[src/rtl/clock_monitor_pkg.sv]
// Shared types, default parameters and arithmetic helpers for the clock monitor.
package clock_monitor_pkg;

  typedef enum logic [1:0] {
    ST_IDLE,
    ST_HIGH,
    ST_LOW
  } mon_state_t;

  localparam int unsigned DEF_CNT_W    = 16;
  localparam int unsigned DEF_MIN_HALF = 2;
  localparam int unsigned DEF_TIMEOUT  = 1024;

  // Unsigned add clamped to the largest value representable in w bits (w <= 32).
  function automatic logic [31:0] sat_add(input logic [31:0] a,
                                          input logic [31:0] b,
                                          input int unsigned w);
    logic [32:0] sum;
    logic [32:0] lim;
    sum = {1'b0, a} + {1'b0, b};
    lim = (33'd1 << w) - 33'd1;
    return (sum > lim) ? lim[31:0] : sum[31:0];
  endfunction

endpackage

[src/rtl/clock_monitor_if.sv]
// Monitored input, clear control and measurement results of the clock monitor.
interface clock_monitor_if
  import clock_monitor_pkg::*;
#(
  parameter int unsigned CNT_W = DEF_CNT_W
);
  logic             mon_in;
  logic             clear;
  logic             meas_valid;
  logic [CNT_W-1:0] period;
  logic [CNT_W-1:0] high_time;
  logic             glitch;
  logic             lost;

  modport master (
    output mon_in, clear,
    input  meas_valid, period, high_time, glitch, lost
  );

  modport slave (
    input  mon_in, clear,
    output meas_valid, period, high_time, glitch, lost
  );
endinterface

[src/rtl/clock_monitor_sync2.sv]
// Two-flop synchroniser for a single asynchronous bit, synchronous reset to 0.
module sync2 (
  input  logic clk,
  input  logic rst,
  input  logic d,
  output logic q
);
  logic meta_d, meta_q;
  logic sync_d, sync_q;

  always_comb begin
    meta_d = d;
    sync_d = meta_q;
  end

  always_ff @(posedge clk) begin
    if (rst) begin
      meta_q <= 1'b0;
      sync_q <= 1'b0;
    end else begin
      meta_q <= meta_d;
      sync_q <= sync_d;
    end
  end

  assign q = sync_q;
endmodule

[src/rtl/clock_monitor.sv]
// Resynchronises a clock-like input, measures high time and period in system
// cycles, and flags short half-periods (sticky) and loss of activity.
module clock_monitor
  import clock_monitor_pkg::*;
#(
  parameter int unsigned CNT_W    = DEF_CNT_W,
  parameter int unsigned MIN_HALF = DEF_MIN_HALF,
  parameter int unsigned TIMEOUT  = DEF_TIMEOUT
) (
  input  logic           clk_in,
  input  logic           rst,
  clock_monitor_if.slave mon
);
  logic             s1;
  logic             s_prev_d, s_prev_q;
  logic [CNT_W-1:0] half_cnt_d, half_cnt_q;
  logic [CNT_W-1:0] high_len_d, high_len_q;
  logic [CNT_W-1:0] period_d, period_q;
  logic [CNT_W-1:0] high_time_d, high_time_q;
  logic             meas_valid_d, meas_valid_q;
  logic             glitch_d, glitch_q;
  logic             lost_d, lost_q;
  mon_state_t       state_d, state_q;

  logic rise, fall, any_edge, timeout, new_glitch;

  sync2 u_sync (
    .clk (clk_in),
    .rst (rst),
    .d   (mon.mon_in),
    .q   (s1)
  );

  always_comb begin
    rise     = s1 & ~s_prev_q;
    fall     = ~s1 & s_prev_q;
    any_edge = rise | fall;
    // Only reachable while the counter still measures the current half;
    // a same-cycle edge takes precedence over the timeout.
    timeout  = (32'(half_cnt_q) == TIMEOUT) && !any_edge;

    s_prev_d     = s1;
    half_cnt_d   = any_edge ? CNT_W'(1)
                            : CNT_W'(sat_add(32'(half_cnt_q), 32'd1, CNT_W));
    state_d      = state_q;
    high_len_d   = high_len_q;
    period_d     = period_q;
    high_time_d  = high_time_q;
    meas_valid_d = 1'b0;
    lost_d       = lost_q;
    new_glitch   = 1'b0;

    case (state_q)
      ST_IDLE: begin
        if (rise) begin
          state_d = ST_HIGH;
          lost_d  = 1'b0;
        end
      end
      ST_HIGH: begin
        if (fall) begin
          high_len_d = half_cnt_q;
          new_glitch = (32'(half_cnt_q) < MIN_HALF);
          state_d    = ST_LOW;
        end else if (timeout) begin
          lost_d  = 1'b1;
          state_d = ST_IDLE;
        end
      end
      ST_LOW: begin
        if (rise) begin
          new_glitch   = (32'(half_cnt_q) < MIN_HALF);
          high_time_d  = high_len_q;
          period_d     = CNT_W'(sat_add(32'(high_len_q), 32'(half_cnt_q), CNT_W));
          meas_valid_d = 1'b1;
          state_d      = ST_HIGH;
        end else if (timeout) begin
          lost_d  = 1'b1;
          state_d = ST_IDLE;
        end
      end
      default: state_d = ST_IDLE;
    endcase

    glitch_d = new_glitch ? 1'b1 : (mon.clear ? 1'b0 : glitch_q);
  end

  always_ff @(posedge clk_in) begin
    if (rst) begin
      state_q      <= ST_IDLE;
      s_prev_q     <= 1'b0;
      half_cnt_q   <= '0;
      high_len_q   <= '0;
      period_q     <= '0;
      high_time_q  <= '0;
      meas_valid_q <= 1'b0;
      glitch_q     <= 1'b0;
      lost_q       <= 1'b0;
    end else begin
      state_q      <= state_d;
      s_prev_q     <= s_prev_d;
      half_cnt_q   <= half_cnt_d;
      high_len_q   <= high_len_d;
      period_q     <= period_d;
      high_time_q  <= high_time_d;
      meas_valid_q <= meas_valid_d;
      glitch_q     <= glitch_d;
      lost_q       <= lost_d;
    end
  end

  assign mon.meas_valid = meas_valid_q;
  assign mon.period     = period_q;
  assign mon.high_time  = high_time_q;
  assign mon.glitch     = glitch_q;
  assign mon.lost       = lost_q;
endmodule
[src/flat_wrapper.sv]
// flat-port wrapper written by rule: the top's interface ports become plain ports
module clock_monitor_flat import clock_monitor_pkg::*;
#(
  parameter int unsigned CNT_W    = DEF_CNT_W,
  parameter int unsigned MIN_HALF = DEF_MIN_HALF,
  parameter int unsigned TIMEOUT  = DEF_TIMEOUT
)
  (clk_in, rst, mon_mon_in, mon_clear, mon_meas_valid, mon_period, mon_high_time, mon_glitch, mon_lost);
  clock_monitor_if #(.CNT_W(CNT_W)) mon_i ();
  input  logic clk_in;
  input  logic rst;
  input wire logic [$bits(mon_i.mon_in)-1:0] mon_mon_in;
  input wire logic [$bits(mon_i.clear)-1:0] mon_clear;
  output wire logic [$bits(mon_i.meas_valid)-1:0] mon_meas_valid;
  output wire logic [$bits(mon_i.period)-1:0] mon_period;
  output wire logic [$bits(mon_i.high_time)-1:0] mon_high_time;
  output wire logic [$bits(mon_i.glitch)-1:0] mon_glitch;
  output wire logic [$bits(mon_i.lost)-1:0] mon_lost;
  assign mon_i.mon_in = mon_mon_in;
  assign mon_i.clear = mon_clear;
  assign mon_meas_valid = mon_i.meas_valid;
  assign mon_period = mon_i.period;
  assign mon_high_time = mon_i.high_time;
  assign mon_glitch = mon_i.glitch;
  assign mon_lost = mon_i.lost;
  clock_monitor #(.CNT_W(CNT_W), .MIN_HALF(MIN_HALF), .TIMEOUT(TIMEOUT)) u_core (.clk_in(clk_in), .rst(rst), .mon(mon_i));
endmodule
[config.mk]
export PLATFORM = sky130hd
export DESIGN_NAME = clock_monitor_flat
export DESIGN_NICKNAME = d
export VERILOG_FILES = /design/src/rtl/clock_monitor_pkg.sv /design/src/rtl/clock_monitor_if.sv /design/src/rtl/clock_monitor_sync2.sv /design/src/rtl/clock_monitor.sv /design/src/flat_wrapper.sv
export SDC_FILE = /design/constraint.sdc
export NUM_CORES = 1
export LEC_CHECK = 0
export ABC_AREA = 1
export CAP_MARGIN = 40
export CORE_ASPECT_RATIO = 0.75
export CORE_UTILIZATION = 62
export CTS_CLUSTER_DIAMETER = 120
export CTS_CLUSTER_SIZE = 28
export DETAILED_ROUTE_END_ITERATION = 8
export GPL_TIMING_DRIVEN = 0
export HOLD_SLACK_MARGIN = 0.05
export PLACE_DENSITY = 0.95
export SLEW_MARGIN = 10
export SYNTH_ARGS = -nofsm -noshare
export SYNTH_HDL_FRONTEND = slang
export SYNTH_HIERARCHICAL = 1
export SYNTH_SLANG_ARGS = --single-unit
[constraint.sdc]
create_clock -name clk_in -period 4.3 [get_ports clk_in]
set_input_delay 0.86 -clock clk_in [delete_from_list [all_inputs] [get_ports clk_in]]
set_output_delay 0.86 -clock clk_in [all_outputs]
set_load 0.03 [all_outputs]
==> summary.md <==
| Metric | Value |
|---|---|
| DRC viols | 0 |
| Post-Synth Simple-Gate Area | 30.8% |
| Root Driver | clkbuf_8 |
| Arr. time, crit path | 3140 ps |
| Max-Cap Viols | 0 |
| GRT overflow | 0 |
| Power per Cell Area | 271 nW/µm² |
| Fin Setup TNS | 0 ps |
| CTS buffer count | 9 |
| Max IR drop VDD | 0.204 mV |
| Via count | 4141 |
| Routed wire length per instance | 15.5 µm |
| First-pass GRT wire length | 17700 µm |
| Largest net degree at the start of global routing | 13 |
| Min cycle time layout | 2880 ps |
| Slew HR | 45.9% |
| RSZ-0062 raised after global routing | false |
| Post-synth ARST share | 0% |
| Starting DRT DRC Count | 351 |
| Area grow syn2layout | 16.5% |
| Final WL | 11200 µm |
| # fillers | 509 |
| Sequential share of power | 53.5% |
| Initial core utilization | 64.1% |
| Clock skew | 10.7 ps |
| Top-area cell type share of the netlist area | 35.6% |
| Hold Startpoint | u_core/u_sync/meta_q$_SDFF_PP0_ |
| Antenna Nets Post-Route | 0 |
| Post-CTS setup buffer count | 0 |
| Status | complete, no violations |
| Antenna diode count | 0 |
| Comb pwr share | 5.9% |
| R2R Setup Slk | 1420 ps |
| Die X | 95.4 µm |
| CTS Sinks | 72 |
| Largest area contributor in the netlist | dfxtp_1 |
| RR Startpoint | u_core/half_cnt_q[1]$_SDFF_PP0_ |
| Final Cell Area | 4720 µm² |
| Pins Over Slew Limit | 0 |
| Slew @ Worst Pin | 807 ps |
| Flops & latches, synth | 72 |
| WHS Endpoint | u_core/u_sync/q$_SDFF_PP0_ |
| Chip Height | 72.0 µm |
| Hold depth | 2 |
| Reg area | 1440 µm² |
| Placement row count | 25 |
| Die area | 6870 µm² |
| Final critical-path share of the clock period | 67.0% |
| Clock Path Buffers | 2 |
| Worst Hold Class | reg -> reg |
| R2R depth | 12 |
| Initial antenna violation count | 0 |
| Critical Path Fanout Max | 10 |
| Mux share of post-synthesis cell area | 0% |
| Fin cells | 722 |
| Area share of fa/ha/maj cells after synthesis | 8.21% |
| Psw | 319 µW |
| Skew-Pair Late Insertion Delay | 350 ps |
| Multi-input gate area | 2210 µm² |
| Startpoint class of the critical path | register |
| Top cells by area, synth | dfxtp_1 36%, nand2_1 11%, ha_1 7.7% |
| CTS resizes | 0 |
| GP Congestion | 0.981 |
| Placed instance count | 707 |
| Synth top cells by count | 119 x nand2_1, 83 x inv_1, 79 x nor2_1, 72 x dfxtp_1, 50 x o21ai_0 |
| F_max | 347 MHz |
| Distinct cells, synth | 35 |
| CP endpoint kind | register |
| EDFF count, synth | 0 |
| Util after Layout | 74.7% |
| Placed cell area | 4530 µm² |
| Largest family of logic cells by synthesized area | simple AND/OR/NAND/NOR gates |
| Clock Pin Slew Worst Setup and Hold Paths | 80 ps |
| # hold bufs at CTS | 0 |
| P_int | 962 µW |
| Share of cells above drive strength 1 | 6.71% |
| Nets | 667 |
| Net Count, Synth | 618 |
| Sw Ratio | 24.9% |
| Sequential area share after synthesis | 35.6% |
| Compound-Gate Fraction of Synth Area | 13.6% |
| Synth Flop Type | dfxtp_1 |
| Synth Instances | 588 |
| Vias in the first global route | 3745 |
| Pre-Repair DR Iteration Count | 5 |
| H-tree levels | 3 |
| Worst setup path class | reg -> reg |
| Final Hold Vio Count | 0 |
| Core ar. | 6320 µm² |
| Leakage | 0.00223 µW |
| Vias per inst | 5.74 |
| Total track usage | 33.9% |
| Synth Cell Area | 4050 µm² |
| CP Data Required Time | 4560 ps |
| Avg Cell Area, Syn | 6.89 µm² |
| FF-to-FF End | u_core/mon.period[5]$_SDFFE_PP0P_ |
| Clock share of power | 40.6% |
| XOR/XNOR share of the synthesized area | 1.95% |
| CP startpoint | u_core/half_cnt_q[1]$_SDFF_PP0_ |
| CTS tree | built |
| Hpwl dp | 8210 µm |
| Final count of negative-setup-slack endpoints | 0 |
| Synth warnings | 6 |
| Port bufs | 38 |
| Count leader, synth | nand2_1 |
| Boundary Pins | 39 |
==> flip-flops by register name (all words and copies together) (netlist names) <==
register / flops
u_core/state_q: 2
u_core/s_prev_q: 1
u_core/mon.lost: 1
u_core/u_sync/meta_q: 1
u_core/mon.meas_valid: 1
u_core/mon.glitch: 1
u_core/mon.period: 16
u_core/mon.high_time: 16
u_core/high_len_q: 16
u_core/half_cnt_q: 16
u_core/u_sync/q: 1
==> layout by cell type (no fill, tap or decap), types with 2 or more instances in the layout <==
cell type        synthesis  routed
nand2_1                119     119
inv_1                   83      83
nor2_1                  79      79
dfxtp_1                 72      72
o21ai_0                 50      50
a21oi_1                 39      39
clkdlybuf4s50_1          0      38
nand3_1                 38      38
ha_1                    25      25
clkbuf_1                12      12
nand4_1                 12      12
nand3_2                 10      10
clkbuf_8                 0       9
xnor2_1                  7       7
a21o_1                   6       6
nand2_2                  4       4
nor2_2                   4       4
clkinv_2                 0       3
nor2_4                   3       3
xor2_1                   2       2
buf_6                    2       2
nor3_1                   2       2
o21bai_1                 2       2
nand3b_1                 2       2
nor4_1                   2       2
==> worst max-delay path by stage <==
stage                                               to
finish               u_core/mon.period[5]$_SDFFE_PP0P_
global route         u_core/mon.period[5]$_SDFFE_PP0P_
CTS                  u_core/mon.period[5]$_SDFFE_PP0P_
detailed placement  u_core/mon.period[12]$_SDFFE_PP0P_
global placement    u_core/mon.period[14]$_SDFFE_PP0P_
floorplan           u_core/mon.period[14]$_SDFFE_PP0P_
==> worst max-delay path: stages (launching register included) <==
cell,delay [ps]
dfxtp_1,550
inv_1,190
fa_1,470
inv_1,80
nand3_1,70
nand2_1,150
nand2_1,70
o211ai_1,160
nand2_1,180
nand2_1,100
o21ai_1,280
buf_4,300
a21oi_1,190
==> power by group through the flow <==
| stage | Combinational, µW | Sequential [µW] | Clock, µW |
|---|---|---|---|
| 2_1_floorplan | 51.1 | 696 | 0 |
| 3_5_place_dp | 71.9 | 700 | 0 |
| 6_report | 76.2 | 685 | 520 |
| 3_3_place_gp | 68.2 | 699 | 0 |
| 4_1_cts | 74.3 | 684 | 527 |
| 5_1_grt | 83.8 | 685 | 560 |
==> through the flow <==
step | worst slack (ps) | hold WS [ps] | total power (µW)
global route | 1290 | 445 | 1330
floorplan | 2220 | 388 | 747
CTS | 1540 | 414 | 1290
global placement | 1760 | 397 | 768
detailed placement | 1660 | 404 | 772
finish | 1420 | 413 | 1280
==> kinds of logic (layout without fill, tap and decap cells) <==
| family | Yosys count | after routing |
|---|---|---|
| AOI/OAI and AO/OA | 103 | 103 |
| xor gates and xnor gates | 9 | 9 |
| adders and majority gates | 26 | 26 |
| buffers and inverters | 101 | 154 |
| DFF | 72 | 72 |
| and+or+nand+nor | 277 | 277 |
==> final cells by class <==
class                   instances  area share (%)
plain buffers                  17            1.78
clock inverters                 6            1.30
flip-flops and latches         72            30.5
multi-input cells             415            46.9
clock buffers                   9            2.62
well taps                      81            2.15
repair buffers                 38            8.06
inverters                      84            6.68
==> metal layers <==
metal  global-route usage (%)  routed length, µm  vias up
li1                         -                  -     1988
met1                     43.4               4800     1914
met2                     55.1               5170      212
met3                     10.1               1020       27
met4                     10.3                189        0
met5                        0                  0        -
Note: power is estimated with default switching activity, not from simulation.
